[src/rtl/ofm_pkg.sv]
// ofm_pkg: shared definitions for the outbound frame TX scheduler.
//   - ofm_state_e : scheduler FSM states
//   - beat layout of a data FIFO word: {tlast, tkeep[7:0], tdata[63:0]}
//   - descriptor width of a ctrl FIFO word
package ofm_pkg;

  typedef enum logic [1:0] {
    S_IDLE,
    S_DATA,
    S_DONE
  } ofm_state_e;

  localparam int unsigned TDATA_MSB = 63;
  localparam int unsigned TKEEP_LSB = 64;
  localparam int unsigned TKEEP_MSB = 71;
  localparam int unsigned TLAST_BIT = 72;
  localparam int unsigned BEAT_W    = 73;
  localparam int unsigned DESC_W    = 64;

endpackage

[src/rtl/ofm_tx_sched_if.sv]
// ofm_tx_sched_if: MAC TX AXI-stream bundle driven by the frame scheduler.
//   tx_axis_mac_tdata  [63:0]  beat data
//   tx_axis_mac_tkeep  [7:0]   byte enables
//   tx_axis_mac_tvalid         beat valid
//   tx_axis_mac_tlast          last beat of frame
//   tx_axis_mac_tuser          error flag, never raised by the scheduler
//   tx_axis_mac_tready         MAC ready
// Modports: master = scheduler side, slave = MAC side.
interface ofm_tx_sched_if;

  logic [63:0] tx_axis_mac_tdata;
  logic [7:0]  tx_axis_mac_tkeep;
  logic        tx_axis_mac_tvalid;
  logic        tx_axis_mac_tlast;
  logic        tx_axis_mac_tuser;
  logic        tx_axis_mac_tready;

  modport master (
    output tx_axis_mac_tdata,
    output tx_axis_mac_tkeep,
    output tx_axis_mac_tvalid,
    output tx_axis_mac_tlast,
    output tx_axis_mac_tuser,
    input  tx_axis_mac_tready
  );

  modport slave (
    input  tx_axis_mac_tdata,
    input  tx_axis_mac_tkeep,
    input  tx_axis_mac_tvalid,
    input  tx_axis_mac_tlast,
    input  tx_axis_mac_tuser,
    output tx_axis_mac_tready
  );

endinterface

[src/rtl/ofm_rr_pick.sv]
// ofm_rr_pick: combinational round-robin picker.
//   req  [N_Q-1:0]          request vector
//   ptr  [clog2(N_Q)-1:0]   highest-priority index
//   any                     at least one request is set
//   idx  [clog2(N_Q)-1:0]   first set request at or after ptr, scanning
//                           upward with wrap (equals ptr when any=0)
module ofm_rr_pick #(
  parameter int unsigned N_Q = 4
) (
  input  logic [N_Q-1:0]         req,
  input  logic [$clog2(N_Q)-1:0] ptr,
  output logic                   any,
  output logic [$clog2(N_Q)-1:0] idx
);

  localparam int unsigned ID_W = $clog2(N_Q);

  int unsigned       cand;
  logic [ID_W-1:0]   cand_id;

  // Scan from the farthest offset down to offset 0 so the last hit written
  // is the one closest to ptr.
  always_comb begin
    any     = |req;
    idx     = ptr;
    cand    = 0;
    cand_id = '0;
    for (int unsigned i = N_Q; i > 0; i--) begin
      cand    = (32'(ptr) + i - 1) % N_Q;
      cand_id = ID_W'(cand);
      if (req[cand_id]) begin
        idx = cand_id;
      end
    end
  end

endmodule

[src/rtl/ofm_tx_sched.sv]
// ofm_tx_sched: frame-granularity round-robin scheduler sharing the MAC TX
// AXI-stream between N_Q outbound frame queues (FWFT ctrl + data FIFOs).
//
// Ports:
//   tx_clk, tx_reset_n        clock, async active-low reset
//   sched_en                  allow new grants (current frame always finishes)
//   q_enable        [N_Q]     per-queue eligibility
//   ctrl_fifo_empty [N_Q]     per-queue descriptor FIFO empty
//   ctrl_fifo_rdata [64*N_Q]  per-queue head descriptor
//   ctrl_fifo_rden  [N_Q]     descriptor pop (one cycle after frame end)
//   data_fifo_empty [N_Q]     per-queue beat FIFO empty
//   data_fifo_rdata [73*N_Q]  per-queue head beat {tlast, tkeep, tdata}
//   data_fifo_rden  [N_Q]     beat pop (on MAC handshake)
//   mac                       MAC TX AXI-stream (master modport)
//   cur_desc        [64]      descriptor of granted queue, latched at grant
//   grant_id        [clog2]   granted queue index
//   busy                      frame in progress (data or done phase)
//   frame_cnt       [CNT_W]   completed frames, wrapping
module ofm_tx_sched
  import ofm_pkg::*;
#(
  parameter int unsigned N_Q   = 4,
  parameter int unsigned CNT_W = 32
) (
  input  logic                    tx_clk,
  input  logic                    tx_reset_n,
  input  logic                    sched_en,
  input  logic [N_Q-1:0]          q_enable,
  input  logic [N_Q-1:0]          ctrl_fifo_empty,
  input  logic [64*N_Q-1:0]       ctrl_fifo_rdata,
  output logic [N_Q-1:0]          ctrl_fifo_rden,
  input  logic [N_Q-1:0]          data_fifo_empty,
  input  logic [73*N_Q-1:0]       data_fifo_rdata,
  output logic [N_Q-1:0]          data_fifo_rden,
  ofm_tx_sched_if.master          mac,
  output logic [63:0]             cur_desc,
  output logic [$clog2(N_Q)-1:0]  grant_id,
  output logic                    busy,
  output logic [CNT_W-1:0]        frame_cnt
);

  localparam int unsigned ID_W = $clog2(N_Q);

  ofm_state_e        state_q, state_d;
  logic [ID_W-1:0]   rr_ptr;
  logic [ID_W-1:0]   rr_ptr_next;
  logic [N_Q-1:0]    req;
  logic              pick_any;
  logic [ID_W-1:0]   pick_idx;
  logic              grant_load;
  logic              tvalid;
  logic [BEAT_W-1:0] head_beat;
  logic [DESC_W-1:0] head_desc;

  assign req = ~ctrl_fifo_empty & q_enable & {N_Q{sched_en}};

  ofm_rr_pick #(
    .N_Q (N_Q)
  ) u_pick (
    .req (req),
    .ptr (rr_ptr),
    .any (pick_any),
    .idx (pick_idx)
  );

  // Head beat of the granted queue drives the stream directly; FWFT keeps it
  // stable until popped, so tvalid never drops before the handshake.
  assign head_beat = data_fifo_rdata[grant_id*BEAT_W +: BEAT_W];
  assign head_desc = ctrl_fifo_rdata[pick_idx*DESC_W +: DESC_W];

  assign mac.tx_axis_mac_tdata  = head_beat[TDATA_MSB:0];
  assign mac.tx_axis_mac_tkeep  = head_beat[TKEEP_MSB:TKEEP_LSB];
  assign mac.tx_axis_mac_tlast  = head_beat[TLAST_BIT];
  assign mac.tx_axis_mac_tuser  = 1'b0;
  assign mac.tx_axis_mac_tvalid = tvalid;

  assign busy = (state_q == S_DATA) || (state_q == S_DONE);

  assign rr_ptr_next = (grant_id == ID_W'(N_Q - 1)) ? '0 : grant_id + ID_W'(1);

  always_comb begin
    state_d        = state_q;
    tvalid         = 1'b0;
    grant_load     = 1'b0;
    data_fifo_rden = '0;
    ctrl_fifo_rden = '0;
    unique case (state_q)
      S_IDLE: begin
        if (pick_any) begin
          grant_load = 1'b1;
          state_d    = S_DATA;
        end
      end
      S_DATA: begin
        tvalid = ~data_fifo_empty[grant_id];
        if (tvalid && mac.tx_axis_mac_tready) begin
          data_fifo_rden[grant_id] = 1'b1;
          if (head_beat[TLAST_BIT]) begin
            state_d = S_DONE;
          end
        end
      end
      S_DONE: begin
        ctrl_fifo_rden[grant_id] = 1'b1;
        state_d                  = S_IDLE;
      end
      default: state_d = S_IDLE;
    endcase
  end

  always_ff @(posedge tx_clk or negedge tx_reset_n) begin
    if (!tx_reset_n) begin
      state_q   <= S_IDLE;
      rr_ptr    <= '0;
      grant_id  <= '0;
      cur_desc  <= '0;
      frame_cnt <= '0;
    end else begin
      state_q <= state_d;
      if (grant_load) begin
        grant_id <= pick_idx;
        cur_desc <= head_desc;
      end
      if (state_q == S_DONE) begin
        frame_cnt <= frame_cnt + CNT_W'(1);
        rr_ptr    <= rr_ptr_next;
      end
    end
  end

endmodule

[src/flat_wrapper.sv]
// flat-port wrapper written by rule: the top's interface ports become plain ports
module ofm_tx_sched_flat import ofm_pkg::*;
#(
  parameter int unsigned N_Q   = 4,
  parameter int unsigned CNT_W = 32
)
  (tx_clk, tx_reset_n, sched_en, q_enable, ctrl_fifo_empty, ctrl_fifo_rdata, ctrl_fifo_rden, data_fifo_empty, data_fifo_rdata, data_fifo_rden, cur_desc, grant_id, busy, frame_cnt, mac_tx_axis_mac_tdata, mac_tx_axis_mac_tkeep, mac_tx_axis_mac_tvalid, mac_tx_axis_mac_tlast, mac_tx_axis_mac_tuser, mac_tx_axis_mac_tready);
  ofm_tx_sched_if mac_i ();
  input  logic tx_clk;
  input  logic tx_reset_n;
  input  logic sched_en;
  input  logic [N_Q-1:0] q_enable;
  input  logic [N_Q-1:0] ctrl_fifo_empty;
  input  logic [64*N_Q-1:0] ctrl_fifo_rdata;
  output logic [N_Q-1:0] ctrl_fifo_rden;
  input  logic [N_Q-1:0] data_fifo_empty;
  input  logic [73*N_Q-1:0] data_fifo_rdata;
  output logic [N_Q-1:0] data_fifo_rden;
  output logic [63:0] cur_desc;
  output logic [$clog2(N_Q)-1:0] grant_id;
  output logic busy;
  output logic [CNT_W-1:0] frame_cnt;
  output wire logic [$bits(mac_i.tx_axis_mac_tdata)-1:0] mac_tx_axis_mac_tdata;
  output wire logic [$bits(mac_i.tx_axis_mac_tkeep)-1:0] mac_tx_axis_mac_tkeep;
  output wire logic [$bits(mac_i.tx_axis_mac_tvalid)-1:0] mac_tx_axis_mac_tvalid;
  output wire logic [$bits(mac_i.tx_axis_mac_tlast)-1:0] mac_tx_axis_mac_tlast;
  output wire logic [$bits(mac_i.tx_axis_mac_tuser)-1:0] mac_tx_axis_mac_tuser;
  input wire logic [$bits(mac_i.tx_axis_mac_tready)-1:0] mac_tx_axis_mac_tready;
  assign mac_tx_axis_mac_tdata = mac_i.tx_axis_mac_tdata;
  assign mac_tx_axis_mac_tkeep = mac_i.tx_axis_mac_tkeep;
  assign mac_tx_axis_mac_tvalid = mac_i.tx_axis_mac_tvalid;
  assign mac_tx_axis_mac_tlast = mac_i.tx_axis_mac_tlast;
  assign mac_tx_axis_mac_tuser = mac_i.tx_axis_mac_tuser;
  assign mac_i.tx_axis_mac_tready = mac_tx_axis_mac_tready;
  ofm_tx_sched #(.N_Q(N_Q), .CNT_W(CNT_W)) u_core (.tx_clk(tx_clk), .tx_reset_n(tx_reset_n), .sched_en(sched_en), .q_enable(q_enable), .ctrl_fifo_empty(ctrl_fifo_empty), .ctrl_fifo_rdata(ctrl_fifo_rdata), .ctrl_fifo_rden(ctrl_fifo_rden), .data_fifo_empty(data_fifo_empty), .data_fifo_rdata(data_fifo_rdata), .data_fifo_rden(data_fifo_rden), .mac(mac_i), .cur_desc(cur_desc), .grant_id(grant_id), .busy(busy), .frame_cnt(frame_cnt));
endmodule
[config.mk]
export PLATFORM = sky130hd
export DESIGN_NAME = ofm_tx_sched_flat
export DESIGN_NICKNAME = d
export VERILOG_FILES = /design/src/rtl/ofm_pkg.sv /design/src/rtl/ofm_tx_sched_if.sv /design/src/rtl/ofm_rr_pick.sv /design/src/rtl/ofm_tx_sched.sv /design/src/flat_wrapper.sv
export SDC_FILE = /design/constraint.sdc
export NUM_CORES = 1
export LEC_CHECK = 0
export BUFFER_PORTS_ARGS = -buffer_cell sky130_fd_sc_hd__buf_4
export CAP_MARGIN = 15
export CORE_AREA = 5 5 286 288
export CTS_CLUSTER_DIAMETER = 80
export DETAILED_ROUTE_END_ITERATION = 8
export DIE_AREA = 0 0 291 293
export HOLD_SLACK_MARGIN = 0.1
export SLEW_MARGIN = 20
export SYNTH_ARGS = -nofsm -noshare
export SYNTH_HDL_FRONTEND = slang
export SYNTH_HIERARCHICAL = 1
export SYNTH_SLANG_ARGS = --single-unit
[constraint.sdc]
create_clock -name tx_clk -period 2.4 [get_ports tx_clk]
set_input_delay 0.48 -clock tx_clk [delete_from_list [all_inputs] [get_ports tx_clk]]
set_output_delay 0.48 -clock tx_clk [all_outputs]
set_load 0.01 [all_outputs]
==> flow_summary.yaml, run 1 <==
outcome:
  status: "finished with violations"
  violations: "negative setup slack"
power_and_ir_drop:
  p_leak_nw: 7.10
  post-layout-total-power_w: 0.0154
  p_per_area_nw_per_um2: 978
  ir_drop_mv: 0.492
drt:
  drc: 0
  avgRoutedWirePerCell_um: 24.2
  drt_first_pass_iters: 5
  drtIter0Drc: 311
  vias: 8139
  ant_nets: 0
  via_per_inst: 3.52
  routed_wl_um: 56100
sta:
  setup_slack_ps: -109
  fin_tns_setup_ps: -3540
  setup_viol: 64
  finalCritPeriodShare_pct: 105
  relSlewSlack_pct: 65.2
  finalCriticalPeriod_ps: 2510
  max_freq_mhz: 399
  hold_violations: 0
  finalClockSkew_ps: 15.6
  rsz0062_at_grt: "true"
  worst_pin_slew_ps: 522
  maxSlewViolCount: 0
finish:
  drive_above_1_share_pct: 83.5
  syn2layout_area_growth_pct: 105
  fin_nets: 1824
yosys:
  synth_common_cells: "mux4_2, dfrtp_1, mux2_2"
  synth.distinct_cells: 39
  synth.most_common_cell: "mux4_2"
  synth_edf_count: 0
  synthTopCellsByArea: "mux4_2, dfrtp_1, mux2_2, xnor2_1, ha_1"
  synthArstFlopShare_pct: 100
  ys_ff_latch: 102
  synth.net_count: 1057
  yosysTopAreaCell: "mux4_2"
  syn_area_um2: 7680
  yosysWarnings: 6
  synth_ff_type: "dfrtp_1"
  synth_seq_area_share_pct: 33.2
  syn_area_per_cell_um2: 15.9
  synthCells: 484
  yosysTopAreaCellShare_pct: 40.5
critical_path:
  worstPathRequired_ps: 1920
  crit_arrival_ps: 2030
  crit_type: "flip-flop to output pin"
  crit_path_max_incr_delay_ps: 620
  critPathCaptureType: "output pin"
  crit_chain: "mux4_2, nor2b_4, and3_4, buf_6"
  crit_fanout: 6
  critPathTopFamily: "multiplexers"
  critPathBufInv: 1
  start_kind: "flip-flop"
  slowest_stage: "mux4_2"
floorplan:
  ios: 746
  die_area_um2: 85300
  dieWidth_um: 291
  placement_rows: 103
  die_y_um: 293
  initial_core_util_pct: 9.77
  core_um2: 78600
worst_hold_path:
  hold_class: "input pin to flip-flop"
grt:
  grt_pass1_wl_um: 72900
  grt_max_degree: 51
  first_global_vias: 9049
  antenna_found_initial: 13
  overflow: 0
  track_usage_pct: 12.2
cts:
  cts_root_buf: "clkbuf_16"
  clock_path_buffers: 2
  numClockSinks: 102
  clk_latency_ps: 390
  htree_levels: 3
  cts_tree: "done"
  cts_buffers: 9
  clk_pin_slew_ps: 100
placement:
  pre_cts_ws_ps: -368
  gp_congestion: 0.938
  portBuffers: 744
  dp_hpwl_um: 48600
run:
  maxCapViolCount: 0
## report_power, final
part | internal, W | switching (W) | total (W)
Combinational | 0.00606 | 0.00477 | 0.0108
Sequential | 0.00238 | 0.000474 | 0.00285
Clock | 0.000756 | 0.000929 | 0.00168
## stage by stage
stage	area (um2)	hold slack, ps	utilization [%]	cells
5_1_grt	15700	427	20.0	2309
6_report	15700	431	20.0	2315
3_3_place_gp	14800	471	18.8	2271
3_5_place_dp	14800	473	18.8	2271
4_1_cts	15500	394	19.7	2294
2_1_floorplan	7750	184	-	484
## cells by family (layout without fill, tap and decap cells)
kind of cell	count (synthesis)	in the layout	synth area share [%]
muxes	208	208	50.8
DFF	102	102	33.2
and+or+nand+nor	77	77	6.83
buffers and inverters	49	821	3.44
xor gates and xnor gates	31	31	3.54
adders and majority gates	9	9	1.47
AOI/OAI and AO/OA	7	7	0.636
other	1	10	0.0488
## worst reg2reg max path: stages, from the launching register on
cell and delay [ps]:
dfrtp_2 410, and2b_1 210, o21ai_2 150, o221a_4 270, clkbuf_16 200, buf_4 160, mux4_2 490, mux2_2 270
## cell type report
type,instances,area (um2)
Antenna cell,9,22.5
Fill cell,8645,62900
Tap cell,1050,1310
Multi-Input combinational cell,333,4930
Clock inverter,7,86.3
Clock buffer,9,225
Timing Repair Buffer,799,6560
Sequential cell,102,2560
Inverter,6,22.5
## path summary, 6_finish.rpt
| path | end | from | depth (start not counted) | slack, ps |
|---|---|---|---|---|
| max | data_fifo_rden[2] | u_core/grant_id[0]$_DFFE_PN0P_ | 4 | -110 |
| min | u_core/state_q[1]$_DFFE_PN0P_ | mac_tx_axis_mac_tready | 3 | 430 |
| max reg2reg | u_core/cur_desc[46]$_DFFE_PN0P_ | u_core/rr_ptr[0]$_DFFE_PN0P_ | 7 | 110 |
| min reg2reg | u_core/frame_cnt[31]$_DFFE_PN0P_ | u_core/frame_cnt[31]$_DFFE_PN0P_ | 1 | 490 |
| max in group asynchronous | u_core/grant_id[1]$_DFFE_PN0P_ | tx_reset_n | 3 | 1410 |
| min in group asynchronous | u_core/cur_desc[38]$_DFFE_PN0P_ | tx_reset_n | 3 | 590 |
## cell usage in the layout (no fill, tap or decap), types with 8 or more instances in the layout
master,netlist,layout
buf_6,6,51
nand4_1,9,9
diode_2,0,9
xnor2_1,25,25
clkbuf_16,0,14
buf_12,0,12
buf_4,4,723
mux2_2,69,69
nor2_1,8,8
dfrtp_1,102,98
nand3_1,9,9
nand2_1,12,10
mux4_2,138,138
## metal layers
| layer | global-route usage (%) | vias up | part of all wire [%] |
|---|---|---|---|
| met5 | 0 | - | 0.073 |
| li1 | - | 3533 | - |
| met4 | 3.33 | 6 | 2.2 |
| met3 | 4.07 | 45 | 9.1 |
| met2 | 22.2 | 496 | 52 |
| met1 | 13.7 | 4059 | 37 |
## registers in the layout, summed over array words and instances, names as in the netlist
register          cells
u_core/frame_cnt     32
u_core/state_q        2
u_core/cur_desc      64
u_core/rr_ptr         2
u_core/grant_id       2
## what timing repair did
| item | 4_1_cts | 5_1_grt |
|---|---|---|
| hold buffers | 1 | 0 |
| pin swaps | 0 | 2 |
| resized for setup | 56 | 14 |
| gates cloned | 3 | 6 |
| setup buffers | 3 | 6 |
| setup endpoints to repair | 80 | 121 |
| endpoints found under the hold margin | 51 | 0 |
Power figures use the tool's default switching activity.
==> run 2, diff against run 1 <==
Settings changed: ABC_AREA set to 1, CORE_AREA 5 5 286 288 to 5 5 289 291, DIE_AREA 0 0 291 293 to 0 0 294 296.
==> run 2 against run 1 <==
  * The flow now finishes without violations
  * Die area rose by 2.1%
  * Power up 26%
  * Core utilization increased by 1.1 points
  * Register-to-register slack barely moved
  * Clock skew up 14 ps
  * First-iteration DRC count rose by 120%
  * Clock power rose by 5%
  * Largest power group unchanged
  * Largest cell class unchanged
  * Global-route usage is 0.088 points lower
  * Hold slack worse by 50 ps
  * Non-clock buffer count increased by 57
  * Sequential power about the same
  * Via count is 51% higher
==> flow_summary.yaml, run 2 <==
sta:
  setup_slack_ps: 11.3
  max_freq_mhz: 419
  fin_tns_setup_ps: 0
  relSlewSlack_pct: 64.4
  setup_viol: 0
  maxSlewViolCount: 0
  rsz0062_at_grt: "true"
  hold_violations: 0
  worst_pin_slew_ps: 534
  finalClockSkew_ps: 29.6
  finalCritPeriodShare_pct: 99.5
  finalCriticalPeriod_ps: 2390
grt:
  grt_use_met2_pct: 19.3
  grt_pass1_wl_um: 79400
  first_global_vias: 12200
  grt_use_met1_pct: 15.8
  track_usage_pct: 12.1
  use_met3_pct: 3.98
  overflow: 0
  antenna_found_initial: 1
  busiest_layer: "met2"
  grt_max_degree: 71
cts:
  cts_buffers: 9
  htree_levels: 3
  clk_pin_slew_ps: 90
  clk_latency_ps: 390
  cts_tree: "done"
  clock_path_buffers: 2
  numClockSinks: 102
  cts_root_buf: "clkbuf_16"
placement:
  pre_cts_ws_ps: -190
  dp_hpwl_um: 48500
  dp_cells: 3091
  gp_congestion: 0.953
  placed_cell_area_um2: 15800
  portBuffers: 744
drt:
  drc: 0
  ant_nets: 0
  routed_wl_um: 60100
  drt_first_pass_iters: 5
  vias: 12300
  via_per_inst: 3.92
  drtIter0Drc: 672
  avgRoutedWirePerCell_um: 19.2
finish:
  largest_reg_flops: 64
  regMostFlops: "u_core/cur_desc"
  fin_cells: 3136
  layout_common_cells: "buf_4, nor2_1, nand2_1"
  final_common_cell: "buf_4"
  fin_nets: 2643
  drive_above_1_share_pct: 46.9
  syn2layout_area_growth_pct: 98.7
  top_regs: "u_core/cur_desc (64), u_core/frame_cnt (32)"
  stdcell_area_um2: 17000
power_and_ir_drop:
  ir_drop_mv: 0.787
  p_leak_nw: 8.06
  p_per_area_nw_per_um2: 1140
critical_path:
  rrSetupSlack_ps: 110
  crit_type: "flip-flop to output pin"
  worstPathRequired_ps: 1920
  crit_arrival_ps: 1910
  rr_endpoint: "u_core/grant_id[0]$_DFFE_PN0P_"
  r2r_start: "u_core/rr_ptr[0]$_DFFE_PN0P_"
  crit_fanout: 32
  start_kind: "flip-flop"
  r2r_cells: 14
  critPathCaptureType: "output pin"
worst_hold_path:
  hp-start: "ctrl_fifo_rdata[161]"
  whs_path_depth: 3
  holdPathEnd: "u_core/cur_desc[33]$_DFFE_PN0P_"
  hold_class: "input pin to flip-flop"
yosys:
  synthCells: 1301
  synthArstFlopShare_pct: 100
  syn_area_per_cell_um2: 6.56
  yosysTopAreaCellShare_pct: 29.9
  synth_common_cells: "nor2_1, nand2_1, o21ai_0"
  synth.most_common_cell: "nor2_1"
  synth.distinct_cells: 39
  yosysWarnings: 6
  yosysTopAreaCell: "dfrtp_1"
  synth.net_count: 1874
  synth_seq_area_share_pct: 29.9
  synth_edf_count: 0
  synth_ff_type: "dfrtp_1"
  syn_area_um2: 8530
  ys_ff_latch: 102
  synthTopCellsByArea: "dfrtp_1, nor2_1, nand2_1, o21ai_0, o21ai_1"
floorplan:
  ios: 746
  placement_rows: 104
  die_area_um2: 87000
  core_um2: 80300
  dieWidth_um: 294
  initial_core_util_pct: 10.6
  die_y_um: 296
outcome:
  status: "completed"
run:
  maxCapViolCount: 0
[run 2: changes by cell type after synthesis, sizes merged, moves of 50 or more]
cell / previous run / this run
inv: 6 / 56
mux2: 70 / 0
o21ai: 3 / 246
nand2: 12 / 178
mux4: 138 / 0
nor2: 8 / 345
o22ai: 0 / 72
[run 2: final cells by class]
type | count | area (um2)
Timing Repair Buffer | 856 | 6880
Fill cell | 9042 | 63300
Multi-Input combinational cell | 1045 | 5630
Inverter | 56 | 230
Sequential cell | 102 | 2560
Tap cell | 1060 | 1330
Antenna cell | 1 | 2.50
Clock buffer | 9 | 225
Clock inverter | 7 | 103
[run 2: critical path, cell delays in order, from the launching register on]
cell       delay (ps)
dfrtp_4           580
buf_4             180
clkbuf_16         210
nor2_2            150
o22ai_1            90
buf_4             160
buf_4             150
[run 2: layer usage]
metal	share of wire (%)	vias up
met5	0.028	-
met4	2.1	2
met3	8.9	55
met2	46	572
met1	43	5697
li1	-	5961
[run 2: worst max path at each step]
stage / startpoint / end / slack [ps] / cells past startpoint
after floorplan: q_enable[0] / u_core/cur_desc[32]$_DFFE_PN0P_ / 330 / 17
after global placement: sched_en / u_core/grant_id[0]$_DFFE_PN0P_ / -200 / 17
after detailed placement: sched_en / u_core/cur_desc[62]$_DFFE_PN0P_ / -190 / 19
after CTS: u_core/grant_id[0]$_DFFE_PN0P_ / mac_tx_axis_mac_tdata[6] / -50 / 4
after global routing: u_core/grant_id[0]$_DFFE_PN0P_ / mac_tx_axis_mac_tdata[55] / -50 / 7
final: u_core/grant_id[0]$_DFFE_PN0P_ / mac_tx_axis_mac_tdata[30] / 10 / 6
[run 2: per-stage QoR]
stage          power, W  util, %  hold slack, ps
2_1_floorplan   0.00937        -             184
3_3_place_gp     0.0160     19.7             478
3_5_place_dp     0.0161     19.7             480
4_1_cts          0.0181     20.3             349
5_1_grt          0.0207     21.1             360
6_report         0.0193     21.1             381
[run 2: timing repair]
item	in CTS	in global routing
hold buffers	1	0
hold endpoints to repair	19	0
pin swaps	0	12
gates cloned	0	9
resized for setup	23	81
setup buffers	4	14
setup endpoints to repair	58	105
[run 2: power breakdown]
| part | internal [W] | switching (W) | total [W] | leakage (nW) |
|---|---|---|---|---|
| sequential | 0.00235 | 0.000493 | 0.00285 | 1.26 |
| clock | 0.000931 | 0.000832 | 0.00176 | 0.157 |
| combinational | 0.00658 | 0.00810 | 0.0147 | 6.64 |
[run 2: cells by family (layout without fill, tap and decap cells)]
group / after synthesis / count (layout) / share of synthesized area [%]
XOR/XNOR: 19 / 19 / 1.95
multiplexers: 32 / 32 / 3.75
other: 1 / 2 / 0.0439
adder cells (fa/ha/maj): 9 / 9 / 1.32
flip-flops: 102 / 102 / 29.9
buffers and inverters: 155 / 928 / 8.06
AO/OA/AOI/OAI: 387 / 387 / 25.7
AND/OR/NAND/NOR: 596 / 597 / 29.3
==> run 3, diff against run 2 <==
Settings changed: CORE_AREA 5 5 289 291 to 2 2 294 296, DIE_AREA 0 0 294 296 to 0 0 296 298.
==> run 3 against run 2 <==
  * Global-route usage is essentially flat
  * Power decreased by 2.7%
  * Critical path depth is the same
  * Largest power group unchanged
  * Clock power down 6%
  * Sequential power about the same
  * Via count increased by 0.91%
==> flow_summary.yaml, run 3 (same netlist as run 2, synthesis figures left out) <==
sta:
  finalCriticalPeriod_ps: 2390
  max_freq_mhz: 418
  finalCritPeriodShare_pct: 99.8
  worst_pin_slew_ps: 611
  rsz0062_at_grt: "true"
  maxSlewViolCount: 0
  finalClockSkew_ps: 14.4
  relSlewSlack_pct: 59.3
  setup_viol: 0
  hold_violations: 0
critical_path:
  worstPathRequired_ps: 1920
  crit_path_max_incr_delay_ps: 540
  rr_endpoint: "u_core/cur_desc[58]$_DFFE_PN0P_"
  crit_chain: "inv_12, buf_16, buf_8, o21ai_1, o22ai_1, buf_4"
  critPathTopFamily: "buffers and inverters"
  critPathCaptureType: "output pin"
  critPathBufInv: 4
  r2r_start: "u_core/rr_ptr[0]$_DFFE_PN0P_"
  crit_arrival_ps: 1910
  crit_fanout: 12
  crit_type: "flip-flop to output pin"
  start_kind: "flip-flop"
  path_depth: 6
  crit_end: "mac_tx_axis_mac_tdata[33]"
  rrSetupSlack_ps: 20
  worstSetupStartpoint: "u_core/grant_id[0]$_DFFE_PN0P_"
  r2r_cells: 14
  slowest_stage: "dfrtp_4"
outcome:
  status: "completed"
cts:
  clk_latency_ps: 400
  clock_path_buffers: 2
  cts_root_buf: "clkbuf_16"
  cts_tree: "done"
  cts_buffers: 9
  clk_pin_slew_ps: 80
  numClockSinks: 102
  htree_levels: 3
floorplan:
  initial_core_util_pct: 10.1
  dieWidth_um: 296
  die_y_um: 298
  core_um2: 84900
  die_area_um2: 88200
  placement_rows: 107
  ios: 746
finish:
  largest_reg_flops: 64
  fin_cells: 3198
  final_common_cell: "buf_4"
  regMostFlops: "u_core/cur_desc"
  fin_nets: 2619
  syn2layout_area_growth_pct: 97.5
  layout_common_cells: "buf_4, nor2_1, nand2_1"
  drive_above_1_share_pct: 46.5
  top_regs: "u_core/cur_desc (64), u_core/frame_cnt (32)"
power_and_ir_drop:
  p_sw_share_pct: 49.9
  combPwrFrac_pct: 76.2
  p_leak_nw: 7.92
  power.switching_w: 0.00935
  p_per_area_nw_per_um2: 1110
  ir_drop_mv: 0.720
  post-layout-total-power_w: 0.0188
  clock_power_share_pct: 8.8
  intPower_w: 0.00940
  p_seq_share_pct: 15.1
drt:
  routed_wl_um: 58000
  ant_nets: 0
  avgRoutedWirePerCell_um: 18.1
  drt_first_pass_iters: 5
  drc: 0
  vias: 12400
  drtIter0Drc: 737
  via_per_inst: 3.88
worst_hold_path:
  hold_class: "input pin to flip-flop"
  whs_path_depth: 3
placement:
  dp_cells: 3163
  dp_hpwl_um: 47300
  gp_congestion: 0.931
  portBuffers: 744
grt:
  antenna_found_initial: 5
  first_global_vias: 11900
  grt_pass1_wl_um: 79000
  grt_max_degree: 60
  overflow: 0
  track_usage_pct: 12.2
run:
  maxCapViolCount: 0
## run 3: power groups by stage
stage	logic [W]	registers (W)	clock network (W)
after floorplan	0.00639	0.00298	0
after global placement	0.0130	0.00284	0
after detailed placement	0.0131	0.00284	0
after CTS	0.0135	0.00284	0.00174
after global routing	0.0155	0.00290	0.00178
final	0.0143	0.00283	0.00165
## run 3: layout make-up
type | count | area (um2)
timing repair buffer | 832 | 6640
inverter | 56 | 235
fill | 9656 | 68000
sequential | 102 | 2560
antenna | 3 | 7.51
multi-input combinational | 1045 | 5680
tap | 1144 | 1430
clock buffer | 9 | 225
clock inverter | 7 | 72.6
## run 3: metal layers
metal	GRT usage, %	wire (um)	share of wire [%]	vias to the layer above
met5	0	23	0.040	-
met1	15.1	23700	41	5793
li1	-	-	-	5922
met2	18.9	26500	46	611
met3	4.66	6110	11	69
met4	4.51	1630	2.8	4
## run 3: worst min-delay path by stage
stage	startpoint	end	slack, ps
floorplan	tx_reset_n	u_core/cur_desc[0]$_DFFE_PN0P_	180
global placement	u_core/cur_desc[24]$_DFFE_PN0P_	u_core/cur_desc[24]$_DFFE_PN0P_	470
detailed placement	u_core/cur_desc[31]$_DFFE_PN0P_	u_core/cur_desc[31]$_DFFE_PN0P_	480
CTS	ctrl_fifo_rdata[126]	u_core/cur_desc[62]$_DFFE_PN0P_	330
global route	ctrl_fifo_rdata[224]	u_core/cur_desc[32]$_DFFE_PN0P_	360
finish	ctrl_fifo_rdata[126]	u_core/cur_desc[62]$_DFFE_PN0P_	370
## run 3: through the flow
| step | util, % | area, um2 | setup WS (ps) | hold slack, ps | setup TNS, ps |
|---|---|---|---|---|---|
| 6_report | 19.9 | 16900 | 5.36 | 374 | 0 |
| 5_1_grt | 19.9 | 16900 | -51.4 | 358 | -411 |
| 4_1_cts | 19.3 | 16400 | -8.87 | 333 | -32.1 |
| 3_5_place_dp | 18.7 | 15900 | -403 | 478 | -7140 |
| 3_3_place_gp | 18.7 | 15900 | -382 | 475 | -5840 |
| 2_1_floorplan | - | 8530 | 331 | 184 | 0 |
## run 3: repair_timing
item / CTS / global route
endpoints found under the hold margin: 31 / 0
endpoints found under the setup margin: 82 / 103
gates resized for setup: 53 / 81
gates cloned: 1 / 4
buffers inserted: 3 / 8
pin swaps: 2 / 10
hold buffers: 1 / 0
## run 3: worst min-delay path: cells and delay by family
kind / cells / cell delay (ps)
buffers and inverters: 1 / 70
AO/OA/AOI/OAI: 2 / 180
